$ cat src/rtl/alu_arb_pkg.sv
// Shared types and sizes for the two-requester ALU arbiter.
// Consumers: alu_arb_grant, alu_arbiter.
package alu_arb_pkg;

  localparam int DATA_W_DEFAULT = 32;
  localparam int FUNCT_W        = 6;
  localparam int SHAMT_W        = 5;
  localparam int NUM_REQ        = 2;
  localparam int FLAGS_W        = 3;

  typedef enum logic [1:0] {
    ST_IDLE  = 2'd0,
    ST_ISSUE = 2'd1,
    ST_HOLD  = 2'd2
  } arb_state_t;

  // Index of the set bit in a one-hot grant vector (two requesters).
  function automatic logic grant_index(input logic [NUM_REQ-1:0] oh);
    return oh[1];
  endfunction

endpackage

$ cat src/rtl/alu_arb_grant.sv
// One-hot grant selection between two requesters.
// ALU_ARB_ROUND_ROBIN_EN selects alternating grants on contention; default is fixed priority (requester 0 wins).
module alu_arb_grant
  import alu_arb_pkg::*;
(
  input  logic [NUM_REQ-1:0] i_req_valid,
  input  logic               i_last_grant,
  output logic [NUM_REQ-1:0] o_grant
);

`ifdef ALU_ARB_ROUND_ROBIN_EN
  // On contention the requester that was not served last time wins.
  always_comb begin
    o_grant = '0;
    if (&i_req_valid) begin
      o_grant[~i_last_grant] = 1'b1;
    end else begin
      o_grant = i_req_valid;
    end
  end
`else
  logic w_unused_last;
  assign w_unused_last = i_last_grant;

  always_comb begin
    o_grant = '0;
    if (i_req_valid[0]) begin
      o_grant[0] = 1'b1;
    end else if (i_req_valid[1]) begin
      o_grant[1] = 1'b1;
    end
  end
`endif

endmodule

$ cat src/rtl/alu_arbiter.sv
// Shares one external ALU between two requesters: accept, issue for one cycle, hold the result until the owner takes it.
// Optional macro ALU_ARB_ROUND_ROBIN_EN switches contention handling from fixed priority to round-robin.
module alu_arbiter
  import alu_arb_pkg::*;
#(
  parameter int DATA_W = DATA_W_DEFAULT
) (
  input  logic                        clk,
  input  logic                        rst,
  input  logic [NUM_REQ-1:0]          req_valid,
  output logic [NUM_REQ-1:0]          req_ready,
  input  logic [NUM_REQ*DATA_W-1:0]   req_dataIn0,
  input  logic [NUM_REQ*DATA_W-1:0]   req_dataIn1,
  input  logic [NUM_REQ*SHAMT_W-1:0]  req_shamt,
  input  logic [NUM_REQ*FUNCT_W-1:0]  req_funct,
  output logic [NUM_REQ-1:0]          rsp_valid,
  input  logic [NUM_REQ-1:0]          rsp_ready,
  output logic [DATA_W-1:0]           rsp_result,
  output logic [FLAGS_W-1:0]          rsp_flags,
  output logic [DATA_W-1:0]           alu_dataIn0,
  output logic [DATA_W-1:0]           alu_dataIn1,
  output logic [SHAMT_W-1:0]          alu_shamt,
  output logic [FUNCT_W-1:0]          alu_funct,
  input  logic [DATA_W-1:0]           alu_result,
  input  logic [FLAGS_W-1:0]          alu_flags
);

  arb_state_t           r_state;
  arb_state_t           w_state_nxt;
  logic                 r_last;
  logic                 r_owner;
  logic [DATA_W-1:0]    r_op_a;
  logic [DATA_W-1:0]    r_op_b;
  logic [SHAMT_W-1:0]   r_shamt;
  logic [FUNCT_W-1:0]   r_funct;
  logic [DATA_W-1:0]    r_rsp_result;
  logic [FLAGS_W-1:0]   r_rsp_flags;

  logic [NUM_REQ-1:0]   w_grant;
  logic [NUM_REQ-1:0]   w_req_ready;
  logic [NUM_REQ-1:0]   w_rsp_valid;
  logic                 w_accept;
  logic                 w_gidx;

  logic [DATA_W-1:0]    w_a     [NUM_REQ];
  logic [DATA_W-1:0]    w_b     [NUM_REQ];
  logic [SHAMT_W-1:0]   w_shamt [NUM_REQ];
  logic [FUNCT_W-1:0]   w_funct [NUM_REQ];

  for (genvar gi = 0; gi < NUM_REQ; gi++) begin : g_unpack
    assign w_a[gi]     = req_dataIn0[gi*DATA_W  +: DATA_W];
    assign w_b[gi]     = req_dataIn1[gi*DATA_W  +: DATA_W];
    assign w_shamt[gi] = req_shamt[gi*SHAMT_W   +: SHAMT_W];
    assign w_funct[gi] = req_funct[gi*FUNCT_W   +: FUNCT_W];
  end

  alu_arb_grant u_grant (
    .i_req_valid  (req_valid),
    .i_last_grant (r_last),
    .o_grant      (w_grant)
  );

  assign w_gidx = grant_index(w_grant);

  always_ff @(posedge clk or posedge rst) begin
    if (rst) begin
      r_state <= ST_IDLE;
    end else begin
      r_state <= w_state_nxt;
    end
  end

  // Grants are only offered while idle; the owner's rsp_ready alone ends HOLD.
  always_comb begin
    w_state_nxt = r_state;
    w_req_ready = '0;
    w_rsp_valid = '0;
    w_accept    = 1'b0;
    case (r_state)
      ST_IDLE: begin
        w_req_ready = w_grant;
        w_accept    = |(w_grant & req_valid);
        if (w_accept) begin
          w_state_nxt = ST_ISSUE;
        end
      end
      ST_ISSUE: begin
        w_state_nxt = ST_HOLD;
      end
      ST_HOLD: begin
        w_rsp_valid[r_owner] = 1'b1;
        if (rsp_ready[r_owner]) begin
          w_state_nxt = ST_IDLE;
        end
      end
      default: begin
        w_state_nxt = ST_IDLE;
      end
    endcase
  end

  // Operand capture on acceptance; ALU result capture at the end of ISSUE.
  always_ff @(posedge clk or posedge rst) begin
    if (rst) begin
      r_last       <= 1'b1;
      r_owner      <= 1'b0;
      r_op_a       <= '0;
      r_op_b       <= '0;
      r_shamt      <= '0;
      r_funct      <= '0;
      r_rsp_result <= '0;
      r_rsp_flags  <= '0;
    end else begin
      if (w_accept) begin
        r_op_a  <= w_a[w_gidx];
        r_op_b  <= w_b[w_gidx];
        r_shamt <= w_shamt[w_gidx];
        r_funct <= w_funct[w_gidx];
        r_owner <= w_gidx;
        r_last  <= w_gidx;
      end
      if (r_state == ST_ISSUE) begin
        r_rsp_result <= alu_result;
        r_rsp_flags  <= alu_flags;
      end
    end
  end

  assign req_ready   = rst ? '0 : w_req_ready;
  assign rsp_valid   = w_rsp_valid;
  assign rsp_result  = r_rsp_result;
  assign rsp_flags   = r_rsp_flags;
  assign alu_dataIn0 = r_op_a;
  assign alu_dataIn1 = r_op_b;
  assign alu_shamt   = r_shamt;
  assign alu_funct   = r_funct;

endmodule

$ cat config.mk
export PLATFORM = sky130hd
export DESIGN_NAME = alu_arbiter
export DESIGN_NICKNAME = d
export VERILOG_FILES = /design/src/rtl/alu_arb_pkg.sv /design/src/rtl/alu_arb_grant.sv /design/src/rtl/alu_arbiter.sv
export SDC_FILE = /design/constraint.sdc
export NUM_CORES = 1
export LEC_CHECK = 0
export ABC_AREA = 1
export CAP_MARGIN = 20
export CORE_UTILIZATION = 39
export DETAILED_ROUTE_END_ITERATION = 10
export PLACE_DENSITY = 0.81
export SYNTH_ARGS = -nofsm -noshare
export SYNTH_HDL_FRONTEND = slang
export SYNTH_SLANG_ARGS = --single-unit
$ cat constraint.sdc
create_clock -name clk -period 5.61 [get_ports clk]
set_clock_uncertainty 0.2 [all_clocks]
set_input_delay 1.683 -clock clk [delete_from_list [all_inputs] [get_ports clk]]
set_output_delay 1.683 -clock clk [all_outputs]
set_load 0.02 [all_outputs]
==> parameters.txt <==
Parameter                              Value

Cells and area
  Share of the core filled with cells ... 0.682
  Growth of design area from synthesis to finish ... 67.8%
  Layout cells sized above 1 ... 0.0511
  Post-Layout Inst Area ... just over 0.009 mm2
  Fill cells ... 1136
  Number of diodes ... 0
  Final nets ... between 1000 and 1500

Power
  LEAKAGE ... 4.59 nW
  Post-route total power ... 5.00 mW
  Pwr dens ... 543 mW/mm2
  Worst VDD drop ... 0.243 mV

Setup path
  Crit. End Element ... primary output
  Launching element type of the critical path ... input port
  Biggest cell delay along the critical path ... between 0.6 and 0.7 ns
  Cells along the critical path ... clkdlybuf4s50_1 > inv_2 > nor3_1 > clkdlybuf4s50_1
  Cell occurring most often along the worst timing path ... sky130_fd_sc_hd__clkdlybuf4s50_1
  Biggest fanout along the worst timing path ... 4
  Required @ worst endpoint ... around 3.7 ns
  Critical path start-end classification ... input port to primary output
  Crit path DAT ... 3.14 ns
  Slowest cell on the critical path ... sky130_fd_sc_hd__clkdlybuf4s50_1

Clock network
  Total setup buffers inserted after CTS ... 0
  Library cell used as clock root buffer ... sky130_fd_sc_hd__clkbuf_16
  Clock-pin slew on the worst setup and hold paths ... 0.05 ns
  Clock Sinks ... about 110
  CTS tree ... yes
  H-tree lvl count ... 4
  CTS max path bufs ... 2
  Post-CTS resize count ... 0
  Clock insertion delay at the later pin of the skew report ... 0.41 ns
  CTS Buf Count ... 17
  Total of hold buffers inserted after clock tree synthesis ... 0

Synth
  Yosys warns ... 0
  Summed instance area of the synthesized netlist ... 0.00549 mm2
  Net count after synthesis ... 933
  Post-synthesis register bit count ... 113
  Distinct cell type count of the synthesized netlist ... 16
  Proportion of synthesized chip area in sequential cells ... 0.515
  Avg Inst Size Synth ... ~7.4 um2
  Cell count after synthesis ... ~740

Placement
  DP Wirelength ... 12.4 mm
  Instance area at placement ... 0.00855 mm2
  Count of buffers from port buffering ... about 300
  RePlAce Congestion ... 0.870

Status
  Result of the run ... complete, no violations

Drt
  DRT Wirelength ... 17.8 mm
  Per-cell via count in the routed design ... 4.80
  Count of unresolved DRC violations after routing ... 0
  1st-pass router iterations ... 5
  Via count ... 5831
  Number of design-rule violations left by the first detailed-router iteration ... 382
  Routed WL per cell ... 14.7 um
  Antenna-violating nets left ... 0

Floorplanning
  Initial cell density of the core ... 0.406
  Number of standard-cell rows in the floorplan ... 42
  I/O pins ... 305
  Area enclosed by the die boundary ... around 0.015 mm2
  Area of the core ... between 0.01 and 0.015 mm2
  Die Y ... 121 um
  Die width ... 121 um

Timing
  Final critical path time including I/O delays and setup ... 5.02 ns
  Worst Max-Slew Pin Slew ... 0.969 ns
  Final period utilization ... 0.896
  Final setup vio count ... 0
  Top achievable clock speed ... about 200 MHz
  Final-report max-slew violation count ... 0
  Unrepaired setup endpoints after global routing ... false
  Worst slew slack as a fraction of its limit ... 0.352
  Setup tns final ... 0 ns
  Final Hold Viols ... 0

GRT
  Largest net degree at the start of global routing ... 65
  Overall global routing resource usage ... 0.250
  Antenna violations before repair ... 0
  Number of global-route vias before repair ... 5598
  Wire length of the first global-routing pass ... 28.1 mm
  Remaining global-route overflow ... 0

Min path
  Path type of the worst min-delay path ... flop to flop

Flow run
  Max_cap viols ... 0
-- worst max-delay path, delay by kind of cell --
kind                   cells  cell delay (ns)
buffers and inverters      3             1.29
AND/OR/NAND/NOR            1             0.17
-- final cells by class --
class	count	area [um2]	area share
clock buffers	19	453	0.0492
clock inverters	13	208	0.0225
inverters	5	21.3	0.00231
multi-input cells	573	2320	0.252
flip-flops and latches	113	2830	0.307
well taps	176	220	0.0239
repair buffers	315	3160	0.343
-- cell families (layout without fill, tap and decap cells) --
| family | count (synthesis) | count (layout) | share of synthesized area |
|---|---|---|---|
| AND/OR/NAND/NOR | 570 | 570 | 0.419 |
| buffers and inverters | 56 | 352 | 0.0629 |
| flip-flops | 113 | 113 | 0.515 |
| AO/OA/AOI/OAI | 3 | 3 | 0.00342 |
-- state kept, by name, indices dropped and copies added (netlist names) --
name / flops
alu_dataIn0: 32
alu_dataIn1: 32
alu_funct: 6
alu_shamt: 5
r_owner: 1
r_state: 2
rsp_flags: 3
rsp_result: 32
-- power by group --
part | switching (mW) | internal (mW) | leakage [nW]
Sequential | 0.214 | 1.21 | 1.40
Clock | 0.386 | 0.811 | 0.312
Combinational | 1.34 | 1.04 | 2.88
-- layout by cell type, fill, tap and decap left out, drive strengths merged --
cell type and instances:
inv 6, nor2 6, o21ai 3, dfrtp 113, nand3 111, clkdlybuf4s50 303, bufinv 5, nor3 1
clkbuf 19, nand2 452, clkinvlp 4, buf 12, clkinv 3
-- cell usage after synthesis --
| cell type | count | area, um2 |
|---|---|---|
| sky130_fd_sc_hd__nor2_2 | 2 | 12.5 |
| sky130_fd_sc_hd__o21ai_2 | 1 | 8.76 |
| sky130_fd_sc_hd__nor2_4 | 1 | 11.3 |
| sky130_fd_sc_hd__buf_2 | 21 | 105 |
| sky130_fd_sc_hd__dfrtp_1 | 113 | 2830 |
| sky130_fd_sc_hd__inv_1 | 3 | 11.3 |
| sky130_fd_sc_hd__nor3_1 | 1 | 5.00 |
| sky130_fd_sc_hd__nand2_2 | 2 | 12.5 |
| sky130_fd_sc_hd__inv_2 | 2 | 7.51 |
| sky130_fd_sc_hd__buf_6 | 10 | 113 |
| sky130_fd_sc_hd__o21ai_0 | 2 | 10.0 |
| sky130_fd_sc_hd__buf_4 | 9 | 67.6 |
| sky130_fd_sc_hd__nand3_1 | 111 | 556 |
| sky130_fd_sc_hd__nor2_1 | 3 | 11.3 |
| sky130_fd_sc_hd__nand2_1 | 450 | 1690 |
| sky130_fd_sc_hd__clkbuf_1 | 11 | 41.3 |
-- through the flow --
step	hold slack [ns]	instances	worst slack, ns
floorplan	0.332	742	0.740
global placement	0.253	1182	0.600
detailed placement	0.258	1182	0.585
CTS	0.271	1214	0.593
global route	0.287	1214	0.507
finish	0.268	1214	0.586
-- routing by layer --
layer	global-route usage	wire length [um]
met1	0.284	6890
met2	0.426	8790
met3	0.0783	1550
met4	0.117	606
met5	0	0
-- final timing paths --
| path | from | cells after the start | slack (ns) | endpoint |
|---|---|---|---|---|
| hold reg to reg | rsp_result[10] | 2 | 0.27 | rsp_result[10] |
| setup reg to reg | r_state[1] | 6 | 3.36 | alu_dataIn0[29] |
| min in group asynchronous | rst | 2 | 1.59 | r_state[1] |
| hold / removal | rsp_result[10] | 2 | 0.27 | rsp_result[10] |
| setup / recovery | req_valid[0] | 4 | 0.59 | req_ready[0] |
| max in group asynchronous | rst | 3 | 2.86 | rsp_result[2] |
No activity file was read; power rests on OpenSTA's default activity.
